[config.mk]
export PLATFORM = sky130hd
export DESIGN_NAME = volatility_scheduler
export DESIGN_NICKNAME = d
export VERILOG_FILES = /design/src/rtl/volatility_scheduler_pkg.sv /design/src/rtl/volatility_recip_lut.sv /design/src/rtl/volatility_scheduler.sv
export SDC_FILE = /design/constraint.sdc
export NUM_CORES = 1
export LEC_CHECK = 0
export BUFFER_PORTS_ARGS = -buffer_cell sky130_fd_sc_hd__buf_2
export CORE_AREA = 4 4 242 244
export CTS_CLUSTER_SIZE = 10
export DETAILED_ROUTE_END_ITERATION = 6
export DIE_AREA = 0 0 246 248
export HOLD_SLACK_MARGIN = 0.06
export SLEW_MARGIN = 0
export SYNTH_ARGS = -nofsm -noshare
export SYNTH_HDL_FRONTEND = slang
export SYNTH_HIERARCHICAL = 1
export SYNTH_SLANG_ARGS = --single-unit
[constraint.sdc]
create_clock -name i_clk -period 5 [get_ports i_clk]
set_clock_uncertainty 0.2 [all_clocks]
set_input_delay 0.75 -clock i_clk [delete_from_list [all_inputs] [get_ports i_clk]]
set_output_delay 0.75 -clock i_clk [all_outputs]
set_load 0.03 [all_outputs]
[src/rtl/volatility_scheduler_pkg.sv]
// Shared types and helpers for the volatility scheduler: FSM state encoding
// and the Q32.32 reciprocal used to build the fill-count lookup table.
package volatility_pkg;

    typedef enum logic [1:0] {IDLE, ISSUE, SETTLE, RESULT} sched_state_t;

    localparam int RECIP_FRAC_BITS = 32;

    function automatic logic [63:0] recip_q32(input int unsigned n);
        if (n == 0) begin
            return 64'd0;
        end
        return (64'd1 << RECIP_FRAC_BITS) / 64'(n);
    endfunction

endpackage

[src/rtl/volatility_recip_lut.sv]
// Combinational reciprocal table: entry n holds floor(2^32/n) for n = 1..BUFFER_SIZE;
// entry 0 and any out-of-range size return 0.
module volatility_recip_lut
    import volatility_pkg::*;
#(
    parameter int BUFFER_SIZE  = 32,
    parameter int FP_WORD_SIZE = 64,
    parameter int SIZE_W       = $clog2(BUFFER_SIZE + 1)
) (
    input  logic [SIZE_W-1:0]       i_size,
    output logic [FP_WORD_SIZE-1:0] o_reciprocal
);

    logic [FP_WORD_SIZE-1:0] table_w [0:BUFFER_SIZE];

    generate
        for (genvar gi = 0; gi <= BUFFER_SIZE; gi++) begin : g_lut
            assign table_w[gi] = FP_WORD_SIZE'(recip_q32(gi));
        end
    endgenerate

    always_comb begin
        o_reciprocal = '0;
        if (int'(i_size) <= BUFFER_SIZE) begin
            o_reciprocal = table_w[i_size];
        end
    end

endmodule

[src/rtl/volatility_scheduler.sv]
// Round-robin front-end for volatility_mem: grants one stock, issues one update,
// captures the result and presents it on a valid/ready port. Optional: SKIP_ZERO_QUOTE_EN.
module volatility_scheduler
    import volatility_pkg::*;
#(
    parameter int FP_WORD_SIZE = 64,
    parameter int DATA_WIDTH   = 32,
    parameter int BUFFER_SIZE  = 32,
    parameter int NUM_STOCKS   = 4
) (
    input  logic                                   i_clk,
    input  logic                                   i_reset_n,
    input  logic [NUM_STOCKS-1:0]                  i_req_valid,
    input  logic [NUM_STOCKS*DATA_WIDTH-1:0]       i_req_ask,
    input  logic [NUM_STOCKS*DATA_WIDTH-1:0]       i_req_bid,
    output logic [NUM_STOCKS-1:0]                  o_req_ready,
    output logic                                   o_mem_valid,
    output logic [$clog2(NUM_STOCKS*BUFFER_SIZE)-1:0] o_mem_write_address,
    output logic [DATA_WIDTH-1:0]                  o_mem_best_ask,
    output logic [DATA_WIDTH-1:0]                  o_mem_best_bid,
    output logic [$clog2(NUM_STOCKS)-1:0]          o_mem_stock_id,
    output logic [DATA_WIDTH-1:0]                  o_mem_buffer_size,
    output logic [FP_WORD_SIZE-1:0]                o_mem_buffer_size_reciprocal,
    input  logic [FP_WORD_SIZE-1:0]                i_mem_volatility,
    input  logic [DATA_WIDTH-1:0]                  i_mem_curr_price,
    input  logic                                   i_mem_buffer_full,
    input  logic                                   i_mem_data_valid,
    output logic                                   o_res_valid,
    input  logic                                   i_res_ready,
    output logic [$clog2(NUM_STOCKS)-1:0]          o_res_stock_id,
    output logic [FP_WORD_SIZE-1:0]                o_res_volatility,
    output logic [DATA_WIDTH-1:0]                  o_res_price,
    output logic                                   o_res_full
);

    localparam int SID_W  = $clog2(NUM_STOCKS);
    localparam int PTR_W  = $clog2(BUFFER_SIZE);
    localparam int ADDR_W = $clog2(NUM_STOCKS * BUFFER_SIZE);
    localparam int FILL_W = $clog2(BUFFER_SIZE + 1);
    localparam logic [FILL_W-1:0] FILL_MAX = FILL_W'(BUFFER_SIZE);

    sched_state_t state_q, state_d;
    logic [SID_W-1:0]        rr_q, rr_d;
    logic [PTR_W-1:0]        wptr_q [NUM_STOCKS];
    logic [PTR_W-1:0]        wptr_d [NUM_STOCKS];
    logic [FILL_W-1:0]       fill_q [NUM_STOCKS];
    logic [FILL_W-1:0]       fill_d [NUM_STOCKS];
    logic                    mem_valid_q, mem_valid_d;
    logic [ADDR_W-1:0]       mem_addr_q, mem_addr_d;
    logic [DATA_WIDTH-1:0]   mem_ask_q, mem_ask_d, mem_bid_q, mem_bid_d;
    logic [SID_W-1:0]        mem_sid_q, mem_sid_d;
    logic [FILL_W-1:0]       mem_size_q, mem_size_d;
    logic [FP_WORD_SIZE-1:0] mem_recip_q, mem_recip_d;
    logic                    res_valid_q, res_valid_d;
    logic [SID_W-1:0]        res_sid_q, res_sid_d;
    logic [FP_WORD_SIZE-1:0] res_vol_q, res_vol_d;
    logic [DATA_WIDTH-1:0]   res_price_q, res_price_d;
    logic                    res_full_q, res_full_d;
    logic                    sticky_err_q, sticky_err_d;

    logic [SID_W-1:0]        cand_id [NUM_STOCKS];
    logic                    grant_found;
    logic [SID_W-1:0]        grant_id;
    logic [DATA_WIDTH-1:0]   ask_sel, bid_sel;
    logic [FILL_W-1:0]       fill_sel, size_sel;
    logic [FP_WORD_SIZE-1:0] recip_sel;
    logic                    skip_quote;

    // Candidate k is the k-th stock at or after rr_q; the index wraps naturally.
    generate
        for (genvar gi = 0; gi < NUM_STOCKS; gi++) begin : g_cand
            assign cand_id[gi] = rr_q + SID_W'(gi);
        end
    endgenerate

    always_comb begin
        grant_found = 1'b0;
        grant_id    = rr_q;
        for (int k = NUM_STOCKS - 1; k >= 0; k--) begin
            if (i_req_valid[cand_id[k]]) begin
                grant_found = 1'b1;
                grant_id    = cand_id[k];
            end
        end
    end

    assign ask_sel  = i_req_ask[grant_id*DATA_WIDTH +: DATA_WIDTH];
    assign bid_sel  = i_req_bid[grant_id*DATA_WIDTH +: DATA_WIDTH];
    assign fill_sel = fill_q[grant_id];
    assign size_sel = (fill_sel == FILL_MAX) ? fill_sel : fill_sel + FILL_W'(1);

`ifdef SKIP_ZERO_QUOTE_EN
    assign skip_quote = (ask_sel == '0) || (bid_sel == '0);
`else
    assign skip_quote = 1'b0;
`endif

    volatility_recip_lut #(
        .BUFFER_SIZE  (BUFFER_SIZE),
        .FP_WORD_SIZE (FP_WORD_SIZE),
        .SIZE_W       (FILL_W)
    ) u_recip_lut (
        .i_size       (size_sel),
        .o_reciprocal (recip_sel)
    );

    // Accept is combinational so the feed handler sees it in the grant cycle.
    assign o_req_ready = (i_reset_n && state_q == IDLE && grant_found)
                         ? (NUM_STOCKS'(1) << grant_id) : '0;

    always_comb begin
        state_d      = state_q;
        rr_d         = rr_q;
        wptr_d       = wptr_q;
        fill_d       = fill_q;
        mem_valid_d  = mem_valid_q;
        mem_addr_d   = mem_addr_q;
        mem_ask_d    = mem_ask_q;
        mem_bid_d    = mem_bid_q;
        mem_sid_d    = mem_sid_q;
        mem_size_d   = mem_size_q;
        mem_recip_d  = mem_recip_q;
        res_valid_d  = res_valid_q;
        res_sid_d    = res_sid_q;
        res_vol_d    = res_vol_q;
        res_price_d  = res_price_q;
        res_full_d   = res_full_q;
        sticky_err_d = sticky_err_q;
        case (state_q)
            IDLE: begin
                if (grant_found) begin
                    rr_d = grant_id + SID_W'(1);
                    if (!skip_quote) begin
                        state_d     = ISSUE;
                        mem_valid_d = 1'b1;
                        mem_addr_d  = {grant_id, wptr_q[grant_id]};
                        mem_ask_d   = ask_sel;
                        mem_bid_d   = bid_sel;
                        mem_sid_d   = grant_id;
                        mem_size_d  = size_sel;
                        mem_recip_d = recip_sel;
                    end
                end
            end
            ISSUE: begin
                mem_valid_d          = 1'b0;
                wptr_d[mem_sid_q]    = wptr_q[mem_sid_q] + PTR_W'(1);
                fill_d[mem_sid_q]    = (fill_q[mem_sid_q] == FILL_MAX)
                                       ? FILL_MAX : fill_q[mem_sid_q] + FILL_W'(1);
                state_d              = SETTLE;
            end
            SETTLE: begin
                // Memory inputs are still held, so its combinational result is valid now.
                res_valid_d = 1'b1;
                res_sid_d   = mem_sid_q;
                res_vol_d   = i_mem_volatility;
                res_price_d = i_mem_curr_price;
                res_full_d  = i_mem_buffer_full;
                if (!i_mem_data_valid) begin
                    sticky_err_d = 1'b1;
                end
                state_d = RESULT;
            end
            RESULT: begin
                if (i_res_ready) begin
                    res_valid_d = 1'b0;
                    state_d     = IDLE;
                end
            end
            default: state_d = IDLE;
        endcase
    end

    always_ff @(posedge i_clk) begin
        if (!i_reset_n) begin
            state_q      <= IDLE;
            rr_q         <= '0;
            for (int s = 0; s < NUM_STOCKS; s++) begin
                wptr_q[s] <= '0;
                fill_q[s] <= '0;
            end
            mem_valid_q  <= 1'b0;
            mem_addr_q   <= '0;
            mem_ask_q    <= '0;
            mem_bid_q    <= '0;
            mem_sid_q    <= '0;
            mem_size_q   <= '0;
            mem_recip_q  <= '0;
            res_valid_q  <= 1'b0;
            res_sid_q    <= '0;
            res_vol_q    <= '0;
            res_price_q  <= '0;
            res_full_q   <= 1'b0;
            sticky_err_q <= 1'b0;
        end else begin
            state_q      <= state_d;
            rr_q         <= rr_d;
            wptr_q       <= wptr_d;
            fill_q       <= fill_d;
            mem_valid_q  <= mem_valid_d;
            mem_addr_q   <= mem_addr_d;
            mem_ask_q    <= mem_ask_d;
            mem_bid_q    <= mem_bid_d;
            mem_sid_q    <= mem_sid_d;
            mem_size_q   <= mem_size_d;
            mem_recip_q  <= mem_recip_d;
            res_valid_q  <= res_valid_d;
            res_sid_q    <= res_sid_d;
            res_vol_q    <= res_vol_d;
            res_price_q  <= res_price_d;
            res_full_q   <= res_full_d;
            sticky_err_q <= sticky_err_d;
        end
    end

    assign o_mem_valid                  = mem_valid_q;
    assign o_mem_write_address          = mem_addr_q;
    assign o_mem_best_ask               = mem_ask_q;
    assign o_mem_best_bid               = mem_bid_q;
    assign o_mem_stock_id               = mem_sid_q;
    assign o_mem_buffer_size            = DATA_WIDTH'(mem_size_q);
    assign o_mem_buffer_size_reciprocal = mem_recip_q;
    assign o_res_valid                  = res_valid_q;
    assign o_res_stock_id               = res_sid_q;
    assign o_res_volatility             = res_vol_q;
    assign o_res_price                  = res_price_q;
    assign o_res_full                   = res_full_q;

endmodule

==> results.md <==
Floorplanning:
- The floorplan step set the die width to roughly 250 um.
- The number of rows in the core area is 87.
- The count of pins on the block boundary is 635.
- After floorplanning, the core was sized to cover 56300 um2.
- The initial cell density of the core is 0.262.
- The die outline area is 61000 um2.
- The vertical die dimension is 248 um.

Synthesis:
- The largest family of logic cells by synthesized area is simple AND/OR/NAND/NOR gates.
- In this run the cell area of the synthesized design comes to 14800 um2.
- Yosys attributes the largest share of cell area to dfxtp_1 39%, nand2_1 15%, mux2i_1 7.8%.
- Dividing the synthesized area by the synthesized cell count gives ~7.6 um2.
- The predominant post-synthesis flop cell is dfxtp_1.
- By instance count, the leading cell after synthesis is nand2_1.
- During synthesis, Yosys emitted a total of 6 warnings.
- The share of the Yosys chip area taken by registers is 0.393.
- dfxtp_1 takes more of the synthesized area than any other cell.
- The xor/xnor cell area share of the yosys netlist is 0.00653.
- The post-synthesis mux area share is 0.0948.
- The number of cells produced by synthesis is between 1500 and 2000.
- The count of unique library cells instantiated by Yosys is 67.
- Sorting the synthesized cells by how often they occur yields 598 x nand2_1, 290 x dfxtp_1, 174 x nor2_1.
- For this run, asynchronously set or reset flops after synthesis account for 0.
- The synthesized-area fraction occupied by ao, oa, aoi and oai cells came to 0.152.
- The share of the synthesized area in the top cell type is 0.393.
- Synthesis inferred between 200 and 300 register bits.
- The post-synthesis simple-gate area fraction is 0.254.
- The post-synthesis adder-cell area fraction is 0.0178.
- The number of synthesized flops with an enable pin is 0.

Final layout:
- The proportion of layout cells with a drive suffix above 1 is 0.294.
- The number of antenna cells inserted is 0.
- After the last flow step, the layout net total stands at between 2000 and 3000.
- The sequential cells in the finished layout cover a total of approximately 5800 um2.
- The footprint of the multi-input gates is about 8000 um2.
- The final standard cell area without fillers is between 15000 and 20000 um2.
- The count of fill cells added during filler insertion is ~6100.
- For this run, the share of the core covered by cells in the final layout is 0.344.
- From synthesis to final layout, the design area changed by 31.2%.
- The finished layout holds 3235 standard cells, fillers aside.

Worst setup path:
- The highest net fanout along the worst path is 16.
- The cell family contributing the most delay on the critical path is simple AND/OR/NAND/NOR gates.
- By instance count, the cell type seen most on the critical path is a21oi_1.
- Counting both buffers and inverters, the worst setup path holds a total of 2.
- The worst setup path is captured at a register.
- The maximum single-stage delay on the critical path is around 0.49 ns.
- The type of the setup path with the least slack is register to register.
- The signal on the critical path passes through and3b_1 > nor4_4 > nor2b_4 > inv_6 > a32oi_2 > nor4_1 > nor2_1 > buf_4 > ha_1 > a21oi_1 > and3_4 > or3_1 > a21oi_1 > nand2_1 > a21oi_1.
- On the critical path, the stage with the largest delay is an instance of dfxtp_1.
- For the worst setup path, the data arrival time is 4.31 ns.
- The critical path required time is between 5 and 6 ns.
- The worst setup path is launched from a register.

STA:
- The setup TNS after final layout is 0 ns.
- Headroom to the max-slew limit came out at 0.262.
- Setup repair after global routing left no endpoint under its margin.
- The number of hold violations in the final report is 0.
- The final worst-path cycle share is 0.806.
- The final count of negative-setup-slack endpoints is 0.
- Based on the critical path, the design can be clocked at up to 248 MHz.
- The worst hold margin is about 0.22 ns.
- The number of max-slew violations in the final report is 0.
- At the pin with the least slew margin, the transition time is ~1.1 ns.
- The final period demand of the worst path is 4.03 ns.

Run status:
- The run finished with clean final reports.

Clock tree:
- The maximum root-to-sink buffer count is 3.
- For the worst-skew pair, the clock arrives at the later sink with an insertion delay of 0.57 ns.
- The number of setup buffers added after CTS is 0.
- Gates resized during post-CTS repair numbered 0.
- The clock tree synthesis step divided the H-tree into 2 levels.
- The number of clock buffers inserted by TritonCTS is 38.
- TritonCTS built the clock tree.
- Clock tree synthesis selected as its root buffer the cell clkbuf_16.
- After clock tree synthesis, the clock-pin slew on the worst setup and hold paths is 0.06 ns.
- In this run, post-CTS hold repair placed 0 buffers.
- The CTS sink count is 290.

Detailed routing:
- The final route contains 14600 vias.
- The DRC violation total after the first TritonRoute iteration is 778.
- The first detailed-routing pass took 5 iterations.
- The residual DRC count is 0.
- The average wire per cell in the routed design is roughly 16 um.
- The remaining antenna violation count is 0.
- The aggregate routed wire length is between 50000 and 60000 um.
- The detailed-route vias per instance is around 4.5.

GRT:
- The number of antenna violations at the first check in global routing is 1.
- Entering global routing, the biggest net connects 149 pins.
- After global routing the overflow that remains totals 0.
- The number of global-route vias before repair is roughly 13000.
- The global-route wire length before repair is 77400 um.
- Across every metal layer, demand over resource in global routing totals 0.158.

Run:
- The max-capacitance violation count is 0.

Placement:
- After detailed placement, the total cell area comes to 18200 um2.
- The weighted congestion reported at the end of routability-driven placement is between 0.8 and 0.9.
- Counting tap cells, the placed design contains a total of ~3200 instances.
- The count of buffers from port buffering is around 600.
- Detailed placement finished with a half-perimeter wire length of 37600 um.

Pwr:
- The leakage power figure is 8.87 nW.
- VDD sags by at most 0.000339 V.
- The cell area power density is 670 nW/um2.

Worst hold path:
- The path category of the worst min-delay check is primary input to register.
power breakdown:
| part | internal [mW] | switching (mW) | total, mW |
|---|---|---|---|
| Clock | 1.55 | 1.09 | 2.64 |
| Sequential | 2.98 | 0.348 | 3.32 |
| Combinational | 2.24 | 4.76 | 7.00 |
worst register-to-register path, delay by kind of cell (launching register included):
| family | cells | cell delay (ns) |
|---|---|---|
| and+or+nand+nor | 8 | 1.56 |
| adders and majority gates | 1 | 0.50 |
| buffers and inverters | 2 | 0.39 |
| DFF | 1 | 0.49 |
| AOI/OAI and AO/OA | 4 | 0.82 |
worst paths after layout:
kind | startpoint | end | slack [ns] | cells after the start
worst min-delay path | i_mem_curr_price[29] | o_res_price[29] | 0.22 | 3
worst min register to register | o_mem_buffer_size_reciprocal[40] | o_mem_buffer_size_reciprocal[40] | 0.25 | 2
worst max register to register | rr_q[1] | o_mem_buffer_size_reciprocal[11] | 0.97 | 15
worst max-delay path | rr_q[1] | o_mem_buffer_size_reciprocal[11] | 0.97 | 15
registers in the layout (all words and copies together), names as in the netlist, 2 cells and up:
signal	cells
fill_q	24
mem_size_q	6
o_mem_best_ask	32
o_mem_best_bid	32
o_mem_buffer_size_reciprocal	64
o_mem_write_address	7
o_res_price	32
o_res_stock_id	2
o_res_volatility	64
rr_q	2
state_q	2
wptr_q	20
metal layers:
metal / vias up / share of wire / track usage
met3: 66 / 0.082 / 0.0463
met2: 485 / 0.47 / 0.258
met1: 6623 / 0.43 / 0.206
li1: 7436 / - / -
met4: 2 / 0.021 / 0.0414
met5: - / 0.00025 / 0
final cells by class:
class | count | share of cell area
Multi-Input combinational cell | 1479 | 0.414
Tap cell | 756 | 0.0489
Clock inverter | 10 | 0.00879
Timing Repair Buffer | 634 | 0.171
Inverter | 18 | 0.00427
Sequential cell | 290 | 0.300
Clock buffer | 48 | 0.0526
through the flow:
| step | power (mW) | worst slack [ns] |
|---|---|---|
| floorplan | 8.42 | 0.910 |
| global placement | 10.4 | 0.478 |
| detailed placement | 10.4 | 0.422 |
| CTS | 13.1 | 0.911 |
| global route | 13.9 | 0.633 |
| finish | 13.0 | 0.969 |
logic make-up (layout without fill, tap and decap cells):
logic type / after synthesis / after routing
AOI/OAI and AO/OA: 349 / 349
muxes: 126 / 126
other: 2 / 57
buffers and inverters: 233 / 710
and+or+nand+nor: 915 / 915
adders and majority gates: 21 / 21
xor gates and xnor gates: 11 / 11
DFF: 290 / 290
layout by cell type (no fill, tap or decap), types with 5 or more instances in the layout:
master     netlist  routed
nor2_1         174     173
and3_1          11      11
inv_1           14      14
buf_4           65      21
a31oi_1          6       6
a211oi_1        37      37
buf_2           20     607
a221oi_1         5       5
nor2b_1         13      12
conb_1           2      57
nand2_1        598     598
buf_12           0       6
xor2_1           6       5
clkbuf_1       100       7
ha_1            21      20
clkbuf_16        0      38
dfxtp_1        290     290
nand2b_1         8       7
o211ai_1        74      74
mux4_2          11      11
nand3_1         82      82
mux2i_1        115     115
a21oi_1        166     166
o21ai_0         21      21
Power figures use the tool's default switching activity.
